### src/rtl/codec_smpl_src.sv
// codec_smpl_src: serial audio receiver for the sample circular buffers.
// It generates the codec clocks from a free-running 10-bit divider and
// deserializes left-justified, MSB-first stereo frames from SDin. It
// presents one left/right word pair per 1024-clk frame and raises a
// one-cycle valid strobe with each pair.
//
// Ports:
//   clk         system clock
//   rst_n       synchronous active-low reset
//   SDin        serial data from codec ADC (synchronous to SCLK)
//   MCLK        codec master clock  (cnt[1])
//   SCLK        serial bit clock    (cnt[4])
//   LRCLK       channel select      (cnt[9]; 0 = left, 1 = right)
//   codec_rst_n codec reset, rst_n delayed by one clk
//   lft_smpl    last complete left word
//   rght_smpl   last complete right word
//   smpl_vld    one-cycle strobe; lft_smpl/rght_smpl hold a new frame
module codec_smpl_src #(
  parameter int unsigned SKIP_FRAMES = 2
) (
  input  logic        clk,
  input  logic        rst_n,
  input  logic        SDin,
  output logic        MCLK,
  output logic        SCLK,
  output logic        LRCLK,
  output logic        codec_rst_n,
  output logic [15:0] lft_smpl,
  output logic [15:0] rght_smpl,
  output logic        smpl_vld
);

  localparam logic [3:0] SKIP = 4'(SKIP_FRAMES);

  logic [9:0]  cnt_q, cnt_d;
  logic [15:0] shift_q, shift_d;
  logic [15:0] lft_shadow_q, lft_shadow_d;
  logic [15:0] lft_q, lft_d;
  logic [15:0] rght_q, rght_d;
  logic        vld_q, vld_d;
  logic [3:0]  frame_cnt_q, frame_cnt_d;
  logic        codec_rst_q;
  logic        frame_done;

  always_comb begin
    cnt_d        = cnt_q + 10'd1;
    shift_d      = shift_q;
    lft_shadow_d = lft_shadow_q;
    lft_d        = lft_q;
    rght_d       = rght_q;
    vld_d        = 1'b0;
    frame_cnt_d  = frame_cnt_q;
    frame_done   = (cnt_q == 10'd1008);

    // Capture on the edge at which SCLK rises.
    if (cnt_q[4:0] == 5'd15) begin
      shift_d = {shift_q[14:0], SDin};
    end

    // Left word is complete after the last capture of the first half.
    if (cnt_q == 10'd496) begin
      lft_shadow_d = shift_q;
    end

    // Both registers update every frame; only the strobe is gated
    // by the settle count.
    if (frame_done) begin
      lft_d  = lft_shadow_q;
      rght_d = shift_q;
      vld_d  = (frame_cnt_q == SKIP);
      if (frame_cnt_q != SKIP) begin
        frame_cnt_d = frame_cnt_q + 4'd1;
      end
    end
  end

  always_ff @(posedge clk) begin
    codec_rst_q <= rst_n;
    if (!rst_n) begin
      cnt_q        <= '0;
      shift_q      <= '0;
      lft_shadow_q <= '0;
      lft_q        <= '0;
      rght_q       <= '0;
      vld_q        <= 1'b0;
      frame_cnt_q  <= '0;
    end else begin
      cnt_q        <= cnt_d;
      shift_q      <= shift_d;
      lft_shadow_q <= lft_shadow_d;
      lft_q        <= lft_d;
      rght_q       <= rght_d;
      vld_q        <= vld_d;
      frame_cnt_q  <= frame_cnt_d;
    end
  end

  assign MCLK        = cnt_q[1];
  assign SCLK        = cnt_q[4];
  assign LRCLK       = cnt_q[9];
  assign codec_rst_n = codec_rst_q;
  assign lft_smpl    = lft_q;
  assign rght_smpl   = rght_q;
  assign smpl_vld    = vld_q;

endmodule

### config.mk
export PLATFORM = sky130hd
export DESIGN_NAME = codec_smpl_src
export DESIGN_NICKNAME = d
export VERILOG_FILES = /design/src/rtl/codec_smpl_src.sv
export SDC_FILE = /design/constraint.sdc
export NUM_CORES = 1
export LEC_CHECK = 0
export ABC_AREA = 1
export CAP_MARGIN = 20
export CORE_MARGIN = 2
export CORE_UTILIZATION = 59
export DETAILED_ROUTE_END_ITERATION = 12
export GPL_ROUTABILITY_DRIVEN = 0
export PLACE_DENSITY_LB_ADDON = 0.12
export SLEW_MARGIN = 20
export SYNTH_ARGS = -nofsm -noshare
export SYNTH_HDL_FRONTEND = slang
export SYNTH_SLANG_ARGS = --single-unit
### constraint.sdc
create_clock -name clk -period 3.3 [get_ports clk]
set_input_delay 0.66 -clock clk [delete_from_list [all_inputs] [get_ports clk]]
set_output_delay 0.66 -clock clk [all_outputs]
set_load 0.02 [all_outputs]
After elaboration in Yosys (flattened, before gate mapping). Cells that the tools add are included.

Output and inout port bits: 37. Flip-flop bits (word level): 80. Input port bits: 3. Word-level logic and storage cells: 17.

Equality and inequality tests: 5. Reductions and logical operators: 2. $add $sub $neg: 2.

Operator list (number): adder 10 x 1 -> 10 bit (second input constant) (1); equality test 10 bit (second input constant) (1); equality test 10 x 9 -> 1 bit (second input constant) (1); equality test 5 x 4 -> 1 bit (second input constant) (1); adder 4 x 1 -> 4 bit (second input constant) (1); equality test 4 x 2 -> 1 bit (second input constant) (1); inequality test 4 x 2 -> 1 bit (second input constant) (1); AND reduction 2 bit (2).

Logic depth before layout (Yosys ltp). Gate-level depths: netlist of run 1.

Word-level depth: 2. Gate-level depth with buffers: 9. Mapped depth without buffers: 8.

Worst setup path after synthesis of run 1. Ideal clock, no wire load.

Path kind: register to register. Start point: register cnt_q[1]. End point: register shift_q[2]. Data required time: 3184 ps. Period minus slack after synthesis: 1676 ps. Stages on the path, launching flop included: 9. Path buffers: 1. Arrival: 1560 ps. Path slack: 1624 ps. Cells stage by stage: dfxtp_1 ha_1 nand2_1 nor2_1 ha_1 inv_1 clkbuf_1 nor2_1 nor2_1.

Longest elaborated chain between the ends: 1.

RTL lines: start, declared (line 35) `logic [9:0] cnt_q, cnt_d;`; start signal, assigned (line 88) `cnt_q <= cnt_d;`; equality test 5 x 4 -> 1 bit (line 56) `if (cnt_q[4:0] == 5'd15) begin`; end signal, assigned (line 89) `shift_q <= shift_d;`; end, declared (line 36) `logic [15:0] shift_q, shift_d;`.

No other way between the ends. A chain may end at the register's enable or synchronous reset.

Final worst setup path of run 1. Same ends and word-level chain as after synthesis.

==> metrics.cfg, run 1 <==
[die]
initial_core_util_pct = 61.5
die_x_um = 77.2
io_pins = 40
die_y_um = 77.2
die_area_um2 = 5960
rows = 26
core_area_um2 = 5140

[placed_design]
numPortBuffers = 39
hpwl_mm = 4.14
pre_cts_ws_ps = 1280
place_area_um2 = 3510

[synthesis]
syn_area_um2 = 3160
synth_nets = 423
synth_seq_area_share_pct = 50.6
ys_ff_latch = 80
synth.distinct_cells = 22
yosysTopAreaCellShare_pct = 50.6
synth_edf_count = 0
async_reset_ff_share_pct = 0
synthFlopType = dfxtp_1
ys_top_cells_by_area = dfxtp_1, nand2_1, nor2_1
syn_avg_cell_area_um2 = 7.62
ys_warn_count = 0
synth_largest_area_cell = dfxtp_1
synth_cells = 415

[timing]
grt_setup_unrepaired = no
slew_headroom_pct = 56.4
period_share_pct = 62.5
fin_hold_ws_ps = 461
period_needed_ps = 2060
hold_violations = 0
finalSetupViolCount = 0
max_clock_freq_ghz = 0.485
worst_pin_slew_ps = 654
slew_viol_final = 0
fin_skew_ps = 9.35
setup-tns-final_ps = 0
worst_slack_ps = 1240

[worst_setup_path]
cp.required_ps = 3540
slowest_stage = ha_1
crit_buf_inv = 1
crit_top_cell = nor2_1
critical_path.startpoint_type = flip-flop
end_kind = flip-flop
critPathTopFamily = adder cells
critPathMaxFanout = 17
worstPathArrival_ps = 2300
cpPeakStageDelay_ps = 490
path_class = flip-flop to flip-flop
path_cells = ha_1 > nand2_1 > nor2_1 > ha_1 > inv_1 > nor2_1 > nor2_1

[final_layout]
stdcell_area_um2 = 3730
nets = 453
syn2layout_area_growth_pct = 17.8
antenna_cells = 0
fin_util_pct = 72.5
drive_above_1_share_pct = 6.00

[clock_network]
cts.clk_slew.worst_paths_ps = 80
cts_setup_buffers = 0
cts_buffers = 9
cts-resized-gates = 0
cts-root-buf = clkbuf_8
ctsHoldBuffers = 0
clk_latency_ps = 350
ctsHtreeMaxLevel = 3
cts_tree = done
clockBufferDepth = 2
cts.sinks = 80

[min_path]
hold_path_class = flip-flop to flip-flop

[global_routing]
grt_overflow = 0
first_global_vias = 2361
grt_pass1_wl_mm = 11.0
globalRouteTotalUtil_pct = 23.2
antenna_found_initial = 0
grt_max_degree = 43

[power_and_ir_drop]
p_per_area_nw_per_um2 = 484
peakVddDrop_mv = 0.327
swShare_pct = 22.0
power_frac_clock_pct = 43.9
seq_power_share_pct = 53.8
switchingPower_mw = 0.397
leakage_nw = 1.61
internal_power_mw = 1.41
pwr-share-comb_pct = 2.2

[route]
vias_per_cell = 5.02
wl_per_cell_um = 12.6
postRouteWirelength_mm = 6.58
ant_nets = 0
drt_iter0_drc = 218
first_pass_iters = 4
drc = 0
via_count = 2608

[job]
cap_viol_max_count = 0

[status]
run_status = finished clean

-- final cells by class --
type | count | area, um^2
Clock buffer | 9 | 124
Clock inverter | 7 | 95.1
Fill cell | 459 | 1410
Inverter | 36 | 135
Multi-Input combinational cell | 277 | 1280
Sequential cell | 80 | 1600
Tap cell | 70 | 87.6
Timing Repair Buffer | 41 | 405
-- final timing paths --
path / startpoint / endpoint / slack, ps / cells after the start
hold reg to reg: lft_smpl[7] / lft_smpl[7] / 460 / 2
hold / removal: lft_smpl[7] / lft_smpl[7] / 460 / 2
setup reg to reg: cnt_q[1] / shift_q[2] / 1240 / 7
setup / recovery: cnt_q[1] / shift_q[2] / 1240 / 7
-- cell usage in the layout, fill, tap and decap left out --
cell	netlist	layout
nand2_1	85	85
nor2_1	81	81
dfxtp_1	80	80
clkdlybuf4s50_1	0	39
nand3_1	36	36
a21oi_1	36	36
inv_1	34	34
o21ai_0	19	19
clkbuf_8	0	9
ha_1	5	5
nand4_1	4	4
nand2_2	2	2
inv_2	2	2
xnor2_1	2	2
bufinv_16	0	2
clkinv_2	0	2
buf_4	0	2
nor2_2	1	1
nand4_4	1	1
nor2_8	1	1
nand2_4	1	1
xor2_1	1	1
nor3_1	1	1
nor3_2	1	1
inv_6	0	1
clkinvlp_4	0	1
clkinv_4	0	1
-- synth_stat cells, types with 4 or more instances --
library cell / instances
nand4_1: 4
a21oi_1: 36
nand3_1: 36
inv_1: 34
nor2_1: 81
o21ai_0: 19
buf_2: 4
clkbuf_1: 10
buf_6: 8
nand2_1: 85
dfxtp_1: 80
ha_1: 5
-- power groups by stage --
| stage | combinational, mW | sequential (mW) | clock (mW) |
|---|---|---|---|
| after global routing | 0.0446 | 0.972 | 0.835 |
| after CTS | 0.0407 | 0.971 | 0.800 |
| after detailed placement | 0.0404 | 0.994 | 0 |
| after floorplan | 0.0240 | 0.996 | 0 |
| final | 0.0405 | 0.971 | 0.792 |
| after global placement | 0.0397 | 0.994 | 0 |
-- routing by layer --
metal / up-vias / share of wire (%) / GRT usage [%] / wire, um
met5: - / 0 / 0 / 0
met4: 0 / 1.7 / 12.1 / 115
met3: 8 / 4.4 / 3.29 / 288
met2: 55 / 46 / 38.1 / 3040
met1: 1181 / 48 / 29.7 / 3130
li1: 1364 / - / - / -
-- flip-flops by register name, summed over array words and instances (netlist names) --
signal and flops:
smpl_vld 1, lft_smpl 16, cnt_q 10, rght_smpl 16
lft_shadow_q 16, frame_cnt_q 4, codec_rst_n 1, shift_q 16
-- worst register-to-register path, delay by kind of cell, from the launching register on --
| family | cells | cell delay, ps |
|---|---|---|
| adder cells (fa/ha/maj) | 2 | 680 |
| buffers and inverters | 1 | 370 |
| flip-flops | 1 | 380 |
| AND/OR/NAND/NOR | 4 | 540 |
-- cells by family after synthesis --
logic type | after synthesis | share of synthesized area, %
AOI/OAI and AO/OA | 55 | 8.70
xor gates and xnor gates | 3 | 0.831
adders and majority gates | 5 | 1.98
buffers and inverters | 58 | 8.94
DFF | 80 | 50.6
and+or+nand+nor | 214 | 28.9
-- per-stage QoR --
| stage | power (mW) | std cells |
|---|---|---|
| global placement | 1.03 | 504 |
| finish | 1.80 | 520 |
| CTS | 1.81 | 520 |
| global route | 1.85 | 520 |
| floorplan | 1.02 | 415 |
| detailed placement | 1.03 | 504 |
(Power assumes the default switching activity.)
==> run 2: changes to the inputs <==
--- a/config.mk
+++ b/config.mk
@@ -8,7 +8,7 @@
 export ABC_AREA = 1
 export CAP_MARGIN = 20
 export CORE_MARGIN = 2
-export CORE_UTILIZATION = 59
+export CORE_UTILIZATION = 54
 export DETAILED_ROUTE_END_ITERATION = 12
 export GPL_ROUTABILITY_DRIVEN = 0
 export PLACE_DENSITY_LB_ADDON = 0.12
==> constraint.sdc (replaced) <==
create_clock -name clk -period 2 [get_ports clk]
set_input_delay 0.4 -clock clk [delete_from_list [all_inputs] [get_ports clk]]
set_output_delay 0.4 -clock clk [all_outputs]
set_load 0.02 [all_outputs]
==> run 2 against run 1 <==
Critical path depth is 6 lower. Clock power grew 59%. Power grew 63%. Critical path type is now flip-flop to primary output. Final cell count is 1.2% higher. Largest power group unchanged. Critical endpoint is now SCLK.
==> metrics.cfg, run 2 (synthesized netlist as in run 1, its figures left out) <==
[status]
run_status = finished clean

[final_layout]
antenna_cells = 0
nets = 457
mostFrequentLayoutCells = nand2_1, nor2_1, dfxtp_1
final_common_cell = nand2_1
syn2layout_area_growth_pct = 19.6
fin_util_pct = 67.9
drive_above_1_share_pct = 6.61

[worst_setup_path]
path_class = flip-flop to primary output
reg2reg_depth = 7
critical_path.startpoint_type = flip-flop
critPathTopFamily = buffers and inverters
timing.critical_path.depth = 1
critPathMaxFanout = 5
crit_buf_inv = 1
cpPeakStageDelay_ps = 630
cp.required_ps = 1600
slowest_stage = clkdlybuf4s50_1
worstPathArrival_ps = 1380
end_kind = primary output
path_cells = clkdlybuf4s50_1

[global_routing]
grt_max_degree = 41
globalRouteTotalUtil_pct = 22.6
first_global_vias = 2427
antenna_found_initial = 0
grt_pass1_wl_mm = 11.3
grt_overflow = 0

[die]
core_area_um2 = 5570
initial_core_util_pct = 56.7
io_pins = 40
rows = 27
die_y_um = 80.5
die_x_um = 80.5
die_area_um2 = 6490

[route]
drc = 0
wl_per_cell_um = 12.7
drt_iter0_drc = 116
via_count = 2666
postRouteWirelength_mm = 6.71
first_pass_iters = 4
vias_per_cell = 5.07
ant_nets = 0

[min_path]
whs_path_depth = 2
hold_path_class = flip-flop to flip-flop

[clock_network]
cts-resized-gates = 0
ctsHoldBuffers = 0
cts.clk_slew.worst_paths_ps = 80
cts-root-buf = clkbuf_8
cts_tree = done
ctsHtreeMaxLevel = 3
cts.sinks = 80
cts_buffers = 9
cts_setup_buffers = 0
clockBufferDepth = 2
clk_latency_ps = 340

[placed_design]
hpwl_mm = 4.30
numPortBuffers = 39

[job]
cap_viol_max_count = 0

[timing]
slew_viol_final = 0
period_share_pct = 88.9
period_needed_ps = 1780
worst_pin_slew_ps = 473
finalSetupViolCount = 0
hold_violations = 0
fin_skew_ps = 6.68
setup-tns-final_ps = 0
slew_headroom_pct = 68.4
grt_setup_unrepaired = no
max_clock_freq_ghz = 0.563

[power_and_ir_drop]
leakage_nw = 1.64
p_per_area_nw_per_um2 = 776
peakVddDrop_mv = 0.573
p_total_mw = 2.93

[run 2: changes by cell type in the layout (fill, tap and decap cells not counted)]
cell / delta
clkbuf_1: +1
clkbuf_8: +4
clkinvlp_4: -1
clkinv_4: -1
inv_6: -1
buf_4: +2
bufinv_16: -1
buf_12: +2
clkinv_2: -1
[run 2: layer usage]
layer,track usage [%],vias to the layer above,routed length (um)
met1,32.1,1222,3330
met2,33.8,58,3020
met4,9.15,0,76
met3,4.04,8,279
li1,-,1378,-
met5,0,-,0
[run 2: cell type report]
cell class | instances | area (um^2)
timing repair buffer | 45 | 460
multi-input combinational | 277 | 1280
tap | 72 | 90.1
clock inverter | 2 | 35.0
fill | 503 | 1790
sequential | 80 | 1600
clock buffer | 14 | 183
inverter | 36 | 135
[run 2: through the flow]
step	instance area [um^2]	worst slack [ps]	instances	hold slack, ps
finish	3780	223	526	461
global route	3780	156	526	474
CTS	3780	199	526	464
detailed placement	3570	360	510	452
global placement	3570	410	510	448
floorplan	3160	324	415	428
[run 2: worst paths after layout]
kind,start,end,slack [ps]
max,cnt_q[4],SCLK,220
min,lft_smpl[9],lft_smpl[9],460
max reg2reg,cnt_q[0],rght_smpl[0],350
min reg2reg,lft_smpl[9],lft_smpl[9],460
[run 2: report_power, final]
group / leakage, nW / switching, mW / internal [mW]
Sequential: 0.645 / 0.00529 / 1.60
Combinational: 0.887 / 0.0473 / 0.0254
Clock: 0.113 / 0.547 / 0.713
Total: 1.64 / 0.599 / 2.34
==> run 3: changes to the inputs <==
--- a/config.mk
+++ b/config.mk
@@ -9,6 +9,7 @@
 export CAP_MARGIN = 20
 export CORE_MARGIN = 2
 export CORE_UTILIZATION = 54
+export CTS_CLUSTER_DIAMETER = 200
 export DETAILED_ROUTE_END_ITERATION = 12
 export GPL_ROUTABILITY_DRIVEN = 0
 export PLACE_DENSITY_LB_ADDON = 0.12
==> results of run 3 <==
The final DEF is identical to that of run 2; final timing and power are the same.
